<file path="config.mk">
export PLATFORM = sky130hd
export DESIGN_NAME = instruction_sequencer
export DESIGN_NICKNAME = d
export VERILOG_FILES = /design/src/rtl/uaz_core_pkg.sv /design/src/rtl/jump_cond_eval.sv /design/src/rtl/instruction_sequencer.sv
export SDC_FILE = /design/constraint.sdc
export NUM_CORES = 1
export LEC_CHECK = 0
export ABC_AREA = 1
export CAP_MARGIN = 5
export CORE_UTILIZATION = 29
export CTS_CLUSTER_SIZE = 12
export DETAILED_ROUTE_END_ITERATION = 7
export PLACE_DENSITY = 0.6
export SETUP_SLACK_MARGIN = 0.4
export SLEW_MARGIN = 20
export SYNTH_ARGS = -nofsm -noshare
export SYNTH_HDL_FRONTEND = slang
export SYNTH_HIERARCHICAL = 1
export SYNTH_SLANG_ARGS = --single-unit
export TNS_END_PERCENT = 30
</file>
<file path="constraint.sdc">
create_clock -name clk -period 1.4 [get_ports clk]
set_input_delay 0.28 -clock clk [delete_from_list [all_inputs] [get_ports clk]]
set_output_delay 0.28 -clock clk [all_outputs]
set_load 0.01 [all_outputs]
</file>
<file path="src/rtl/uaz_core_pkg.sv">
// Shared encodings for the UAZ core: opcodes, jump conditions, sequencer states.
// Instruction word layout: [8:6] cond/field A, [5:3] RX, [2:0] opcode.
package uaz_core_pkg;

  localparam logic [2:0] OP_LOAD_IMM  = 3'b000;
  localparam logic [2:0] OP_LOAD_IND  = 3'b001;
  localparam logic [2:0] OP_STORE_IMM = 3'b010;
  localparam logic [2:0] OP_STORE_IND = 3'b011;
  localparam logic [2:0] OP_MOVE      = 3'b100;
  localparam logic [2:0] OP_MATH      = 3'b101;
  localparam logic [2:0] OP_JUMP      = 3'b110;
  localparam logic [2:0] OP_NOP       = 3'b111;

  localparam logic [2:0] COND_ALWAYS      = 3'd0;
  localparam logic [2:0] COND_ALWAYS_LINK = 3'd1;
  localparam logic [2:0] COND_Z           = 3'd2;
  localparam logic [2:0] COND_NOT_Z       = 3'd3;
  localparam logic [2:0] COND_C           = 3'd4;
  localparam logic [2:0] COND_NOT_C       = 3'd5;
  localparam logic [2:0] COND_N           = 3'd6;
  localparam logic [2:0] COND_NOT_N       = 3'd7;

  localparam logic [8:0] NOP_WORD = 9'b111_000_111;

  typedef enum logic [1:0] {
    ST_FETCH = 2'd0,
    ST_WAIT  = 2'd1,
    ST_EXEC  = 2'd2,
    ST_LINK  = 2'd3
  } seq_state_e;

  function automatic logic [2:0] opcode_of(input logic [8:0] word);
    return word[2:0];
  endfunction

endpackage

</file>
<file path="src/rtl/jump_cond_eval.sv">
// Combinational jump-condition resolver: maps a 3-bit condition and the
// latched Z/C/N flags to a taken decision.
module jump_cond_eval
  import uaz_core_pkg::*;
(
  input  logic [2:0] cond,
  input  logic       z,
  input  logic       c,
  input  logic       n,
  output logic       taken
);

  always_comb begin
    taken = 1'b0;
    case (cond)
      COND_ALWAYS, COND_ALWAYS_LINK: taken = 1'b1;
      COND_Z:     taken = z;
      COND_NOT_Z: taken = ~z;
      COND_C:     taken = c;
      COND_NOT_C: taken = ~c;
      COND_N:     taken = n;
      COND_NOT_N: taken = ~n;
      default:    taken = 1'b0;
    endcase
  end

endmodule

</file>
<file path="src/rtl/instruction_sequencer.sv">
// Fetch/execute controller for the UAZ core: owns PC and IR, handshakes with ROM.
// SEQ_JUMP_LINK_EN enables the jump-and-link state (cond 1); otherwise cond 1 is a plain jump.
module instruction_sequencer
  import uaz_core_pkg::*;
#(
  parameter int                ADDR_W      = 8,
  parameter logic [ADDR_W-1:0] RESET_PC    = '0,
  parameter int                ROM_TIMEOUT = 15
) (
  input  logic              clk,
  input  logic              rst,
  input  logic              Rom_ack,
  input  logic [8:0]        Rom_data,
  output logic              Rom_req,
  output logic [ADDR_W-1:0] PC,
  output logic [8:0]        Instruction,
  input  logic [ADDR_W-1:0] Jump_addr,
  input  logic              Flag_Z,
  input  logic              Flag_C,
  input  logic              Flag_N,
  output logic              Exec,
  output logic              Flag_we,
  output logic              Link_we,
  output logic [ADDR_W-1:0] Link_data,
  output logic              Fault
);

  localparam int TMO_W = $clog2(ROM_TIMEOUT + 1);

  seq_state_e        state_q, state_d;
  logic [ADDR_W-1:0] pc_q, pc_d;
  logic [8:0]        ir_q, ir_d;
  logic              rom_req_q, rom_req_d;
  logic              exec_q, exec_d;
  logic              flag_we_q, flag_we_d;
  logic              fault_q, fault_d;
  logic              z_q, z_d, c_q, c_d, n_q, n_d;
  logic [TMO_W-1:0]  tmo_q, tmo_d;
  logic              taken;
  logic [ADDR_W-1:0] pc_inc;
`ifdef SEQ_JUMP_LINK_EN
  logic              link_we_q, link_we_d;
  logic [ADDR_W-1:0] link_data_q, link_data_d;
`endif

  assign pc_inc = pc_q + 1'b1;

  jump_cond_eval u_jump_cond_eval (
    .cond  (ir_q[8:6]),
    .z     (z_q),
    .c     (c_q),
    .n     (n_q),
    .taken (taken)
  );

  always_comb begin
    state_d   = state_q;
    pc_d      = pc_q;
    ir_d      = ir_q;
    rom_req_d = rom_req_q;
    exec_d    = 1'b0;
    flag_we_d = 1'b0;
    fault_d   = fault_q;
    z_d       = z_q;
    c_d       = c_q;
    n_d       = n_q;
    tmo_d     = tmo_q;
`ifdef SEQ_JUMP_LINK_EN
    link_we_d   = 1'b0;
    link_data_d = link_data_q;
`endif
    case (state_q)
      ST_FETCH: begin
        rom_req_d = 1'b1;
        tmo_d     = TMO_W'(ROM_TIMEOUT - 1);
        state_d   = ST_WAIT;
      end
      ST_WAIT: begin
        if (Rom_ack) begin
          ir_d      = Rom_data;
          rom_req_d = 1'b0;
          exec_d    = (opcode_of(Rom_data) != OP_NOP);
          flag_we_d = (opcode_of(Rom_data) == OP_MATH);
          state_d   = ST_EXEC;
        end else if (tmo_q == '0) begin
          // Timeout is reported but the fetch keeps waiting for the ROM.
          fault_d = 1'b1;
        end else begin
          tmo_d = tmo_q - 1'b1;
        end
      end
      ST_EXEC: begin
        pc_d    = pc_inc;
        state_d = ST_FETCH;
        if (opcode_of(ir_q) == OP_MATH) begin
          z_d = Flag_Z;
          c_d = Flag_C;
          n_d = Flag_N;
        end
        if (opcode_of(ir_q) == OP_JUMP) begin
          if (taken) pc_d = Jump_addr;
`ifdef SEQ_JUMP_LINK_EN
          if (ir_q[8:6] == COND_ALWAYS_LINK) begin
            link_we_d   = 1'b1;
            link_data_d = pc_inc;
            state_d     = ST_LINK;
          end
`endif
        end
      end
      ST_LINK:  state_d = ST_FETCH;
      default:  state_d = ST_FETCH;
    endcase
  end

  always_ff @(posedge clk) begin
    if (rst) begin
      state_q   <= ST_FETCH;
      pc_q      <= RESET_PC;
      ir_q      <= NOP_WORD;
      rom_req_q <= 1'b0;
      exec_q    <= 1'b0;
      flag_we_q <= 1'b0;
      fault_q   <= 1'b0;
      z_q       <= 1'b0;
      c_q       <= 1'b0;
      n_q       <= 1'b0;
      tmo_q     <= '0;
`ifdef SEQ_JUMP_LINK_EN
      link_we_q   <= 1'b0;
      link_data_q <= RESET_PC + 1'b1;
`endif
    end else begin
      state_q   <= state_d;
      pc_q      <= pc_d;
      ir_q      <= ir_d;
      rom_req_q <= rom_req_d;
      exec_q    <= exec_d;
      flag_we_q <= flag_we_d;
      fault_q   <= fault_d;
      z_q       <= z_d;
      c_q       <= c_d;
      n_q       <= n_d;
      tmo_q     <= tmo_d;
`ifdef SEQ_JUMP_LINK_EN
      link_we_q   <= link_we_d;
      link_data_q <= link_data_d;
`endif
    end
  end

  assign Rom_req     = rom_req_q;
  assign PC          = pc_q;
  assign Instruction = ir_q;
  assign Exec        = exec_q;
  assign Flag_we     = flag_we_q;
  assign Fault       = fault_q;
`ifdef SEQ_JUMP_LINK_EN
  assign Link_we     = link_we_q;
  assign Link_data   = link_data_q;
`else
  assign Link_we     = 1'b0;
  assign Link_data   = '0;
`endif

endmodule
</file>
=== Word-level counts from Yosys, hierarchy flattened ===
Index checks and enable logic that the tools add are counted.

* Output and inout port bits: 30
* Word-level logic and storage cells: 57
* Bits in registers: 30
* Bits of input ports: 23

* Mux-type cells: 10
* Add/sub/neg operators: 2
* Reduce and logical (&&, ||, !) cells: 12
* Eq/ne operators: 17
* Bitwise logic cells: 5

{| class="wikitable"
|+ Operator list
! kind !! count
|-
| $eq 3x3->1 const B || 7
|-
| $mux 8 || 2
|-
| $add 8x1->8 const B || 1
|-
| $mux 4 || 2
|-
| $pmux 4 s2 || 1
|-
| $pmux 1 s7 || 1
|-
| $eq 3x2->1 const B || 2
|-
| $ne 2x2->1 const B || 3
|-
| $pmux 2 s3 || 1
|-
| $reduce_and 2->1 || 3
|-
| $reduce_and 3->1 || 2
|-
| $not 1->1 || 5
|-
| $eq 2x2->1 const B || 2
|-
| $logic_not 4->1 || 1
|-
| $reduce_or 2->1 || 2
|-
| $sub 4x1->4 const B || 1
|-
| $eq 3x1->1 const B || 1
|-
| $logic_not 3->1 || 1
|-
| $ne 3x3->1 const B || 1
|-
| $reduce_or 3->1 || 1
|-
| $eq 2x1->1 const B || 1
|-
| $logic_not 2->1 || 1
|-
| $mux 2 || 1
|-
| $pmux 1 s2 || 1
|-
| 2 further kinds || 2
|}

=== Logic depth before layout (Yosys ltp) ===
* Word-level depth: 5
* Mapped depth: 12
* Gate-level depth less buffers: 11

=== Modules after synthesis ===
Netlist, hierarchy kept.

{| class="wikitable"
|+ Modules (own cells, without submodules)
! module !! sequential area each (um^2) !! area an instance (um^2) !! cells each !! times used
|-
| instruction_sequencer || 600.6 || 1522.7 || 216 || 1
|-
| jump_cond_eval || 0.0 || 71.3 || 17 || 1
|}

=== Worst setup path before layout ===
Ideal clock, no wire load.

* Kind: register to register
* Start: reg ir_q[8] (netlist: Instruction[8])
* End: reg pc_q[0] (netlist: PC[0])
* Arrival: 1405 ps
* Stages on the path, launching flop included: 11
* Setup time: 109 ps
* Period minus slack after synthesis: 1514 ps
* Path slack: -114 ps
* Data required time: 1291 ps
* Path buffers: 1
* Cells stage by stage: dfxtp_1 -> nand2_1 -> nand3_1 -> nand3_1 -> nand2_1 -> clkbuf_1 -> nand3_2 -> o21ai_0 -> nand2_1 -> nand2_1 -> inv_1

* Longest elaborated chain between the ends: 5
* Elaborated cells between the ends (all ways): 12
* Classes of those cells: eq/ne (7); mux (3); reduce/logical (2)

{| class="wikitable"
|+ Ends and longest elaborated chain
! element !! RTL line !! text
|-
| from (decl) || instruction_sequencer.sv:32 || <nowiki>logic [8:0] ir_q, ir_d;</nowiki>
|-
| from (signal assigned) || instruction_sequencer.sv:136 || <nowiki>ir_q <= ir_d;</nowiki>
|-
| $eq 3x1->1 / $logic_not 3->1 (equally long branches) || jump_cond_eval.sv:15 || <nowiki>case (cond)</nowiki>
|-
| $reduce_or 2->1 || jump_cond_eval.sv:15 ||
|-
| $pmux 1 s7 (*) || jump_cond_eval.sv:15 ||
|-
| via taken || instruction_sequencer.sv:39 || <nowiki>logic taken;</nowiki>
|-
| $mux 8 (*) || instruction_sequencer.sv:101 || <nowiki>if (taken) pc_d = Jump_addr;</nowiki>
|-
| $mux 8 (*) || instruction_sequencer.sv:100 || <nowiki>if (opcode_of(ir_q) == OP_JUMP) begin</nowiki>
|-
| to (signal assigned) || instruction_sequencer.sv:135 || <nowiki>pc_q <= pc_d;</nowiki>
|-
| to (decl) || instruction_sequencer.sv:31 || <nowiki>logic [ADDR_W-1:0] pc_q, pc_d;</nowiki>
|}

Mark *: on every way through the listed nets, which the timed path passes. The rest lies on a longest branch.
A chain may end at the register's enable or synchronous reset.

=== Worst setup path in the final report ===
* Start: reg ir_q[6] (netlist: Instruction[6])
* End: reg pc_q[4] (netlist: PC[4])

Same word-level chain as after synthesis.

==> flow_summary.toml <==
[route]
avgViaCountPerCell = 4.450
wl_per_cell_um = 10.73
route.detailed.drc = 0
vias = 1682
drtIter0Drc = 84
drt_pass1_iterations = 4
finalWirelength_um = 4055
drtAntennaViolNets = 0

[min_path]
hold_path.startpoint = "Rom_ack"
hold_path_class = "in -> reg"
whs_path_depth = 4
holdPathEnd = "Fault$_SDFFE_PP0P_"

[clock_network]
numCtsBuffers = 5
cts_tree = "built"
cts-root-buf = "clkbuf_8"
cts.sinks = 30
cts.clk_slew.worst_paths_ps = 60
htree_levels = 2
cts_buffer_depth = 2
clk-insertion-delay-late_ps = 270

[timing]
period_minus_slack_ps = 1299
finalSetupViolCount = 0
slew_viol_final = 0
clock.fmax_ghz = 0.7697
hold_viol = 0
rsz0062_at_grt = "true"
skew_ps = 2.149
setup_slack_ps = 100.8
post-route-period-util = 0.9280

[finish]
nFillCells = 544
mostFrequentLayoutCells = "nand2_1 (41), inv_1 (31), buf_4 (25)"
synthToLayoutAreaGrowth_pct = 60.68
antenna_cells = 0
final_util = 0.4921
mostFrequentLayoutCell = "nand2_1"
fin_area_um2 = 2561
nNetsFinal = 334
layout-drive-gt1-share = 0.3669

[power]
p_total_w = 0.002079
worst_ir_drop_vdd_mv = 0.4958
p_leak_nw = 1.179
power_density_nw_per_um2 = 811.6

[critical_path]
r2r_end = "PC[4]$_SDFFE_PP0P_"
required_ps = 1560
cpPeakStageDelay_ps = 350
worstPathCellList = "nor2_1, o21bai_4, nand2_4, buf_4, nand4_1, nand3_1, a21oi_1"
r2r_start = "Instruction[6]$_SDFFE_PP1P_"
critPathSlowestCell = "dfxtp_2"
path_class = "reg -> reg"
startpoint_type = "register"
endpoint_kind = "register"
crit_fanout = 8
r2r_slack_ps = 100
arrival_ps = 1460
rr_worst_depth = 7

[synthesis]
ys_warn_count = 6
ys_ff_latch = 30
syn-cell-area_um2 = 1594
yosysSeqAreaShare = 0.3768
syn_avg_cell_area_um2 = 6.841
ys_types = 27
synth_cells = 233

[job]
timing.max_cap.violations = 0

[global_route]
first_global_vias = 1551
grt_pass1_wl_um = 6658
gr-total-overflow = 0
grt_max_degree = 13
antenna_found_initial = 0
grt_use_total = 0.1423

[floorplan]
num_io_pins = 53
num_rows = 26
die_area_um2 = 5797
core-area_um2 = 5205
start_util = 0.3063
die_h_um = 76.14
die_x_um = 76.14

[place]
dp_worst_setup_slack_ps = -156.0
globalplace.congestion = 0.8267
io_buffers = 43
placed_area_um2 = 2161
hpwl_um = 2819

[status]
status = "finished, final reports clean"
[per-layer routing]
metal	wire [um]	GRT usage	up-vias
met5	0	0	-
met4	57	0.05000	0
met3	325	0.04671	8
met2	2041	0.2409	58
met1	1631	0.1679	741
li1	-	-	875
[sequential cells by signal, summed over array words and instances, names as in the netlist, 2 cells and up]
name	count
PC	8
state_q	2
Instruction	9
tmo_q	4
[cell families after synthesis]
family,count (synthesis),share of synthesized area
and+or+nand+nor,110,0.3281
buffers and inverters,56,0.1562
AOI/OAI and AO/OA,33,0.1130
DFF,30,0.3768
adders and majority gates,3,0.02355
other,1,0.002353
[Yosys cell counts]
library cell | number | share of area
dfxtp_1 | 30 | 0.38
o21bai_1 | 1 | 0.0047
nor3_1 | 2 | 0.0063
nand3_2 | 1 | 0.0063
o21ai_0 | 12 | 0.038
buf_4 | 10 | 0.047
nand2_4 | 1 | 0.0071
buf_2 | 1 | 0.0031
nor2_4 | 2 | 0.014
a21oi_1 | 15 | 0.047
nor3_2 | 1 | 0.0063
o211ai_1 | 2 | 0.0094
nand2_1 | 49 | 0.12
ha_1 | 3 | 0.024
o21a_1 | 1 | 0.0047
or2_2 | 1 | 0.0039
nor2_1 | 19 | 0.045
o22a_1 | 1 | 0.0055
nand4_1 | 9 | 0.035
inv_1 | 37 | 0.087
or2_1 | 1 | 0.0039
clkbuf_1 | 3 | 0.0071
inv_2 | 5 | 0.012
nor2_8 | 1 | 0.013
a31oi_1 | 1 | 0.0039
conb_1 | 1 | 0.0024
nand3_1 | 23 | 0.072
[worst max-delay path by stage]
stage                                      from                     endpoint  slack, ps  cells after the start
floorplan           Instruction[8]$_SDFFE_PP1P_           PC[0]$_SDFFE_PP0P_        170                     11
global placement                        Rom_ack  Instruction[1]$_SDFFE_PP1P_       -150                      6
detailed placement                      Rom_ack  Instruction[1]$_SDFFE_PP1P_       -160                      6
CTS                 Instruction[8]$_SDFFE_PP1P_           PC[1]$_SDFFE_PP0P_        130                     10
global route        Instruction[6]$_SDFFE_PP1P_           PC[3]$_SDFFE_PP0P_        -30                      7
finish              Instruction[6]$_SDFFE_PP1P_           PC[4]$_SDFFE_PP0P_        100                      7
[layout make-up]
type / instances / area, um2 / area share
well taps: 70 / 87.58 / 0.03420
multi-input cells: 156 / 924.6 / 0.3610
repair buffers: 73 / 666.9 / 0.2604
inverters: 42 / 165.2 / 0.06448
clock buffers: 7 / 76.32 / 0.02980
flip-flops and latches: 30 / 640.6 / 0.2501
[timing repair]
action	4_1_cts	5_1_grt
setup endpoints to repair	51	51
resized for setup	95	52
hold buffers	0	0
hold endpoints to repair	0	0
setup buffers	5	11
gates cloned	1	1
pin swaps	4	12
[worst max-delay path, delay by kind of cell, from the launching register on]
kind / cells / cell delay, ps
flip-flops: 1 / 350
AND/OR/NAND/NOR: 4 / 550
buffers and inverters: 1 / 130
AO/OA/AOI/OAI: 2 / 160
[per-stage QoR]
step	std cells	hold WS [ps]	TNS, ps
2_1_floorplan	241	356.8	0
4_1_cts	366	447.7	0
3_5_place_dp	353	437.4	-941.7
3_3_place_gp	353	431.5	-788.7
6_report	378	392.9	0
5_1_grt	378	425.0	-43.63
[where the power goes]
part / leakage, nW / switching (W) / internal (W)
sequential: 0.252 / 0.0000406 / 0.000899
combinational: 0.888 / 0.000252 / 0.000252
clock: 0.0383 / 0.000293 / 0.000341
(Power assumes the default switching activity.)
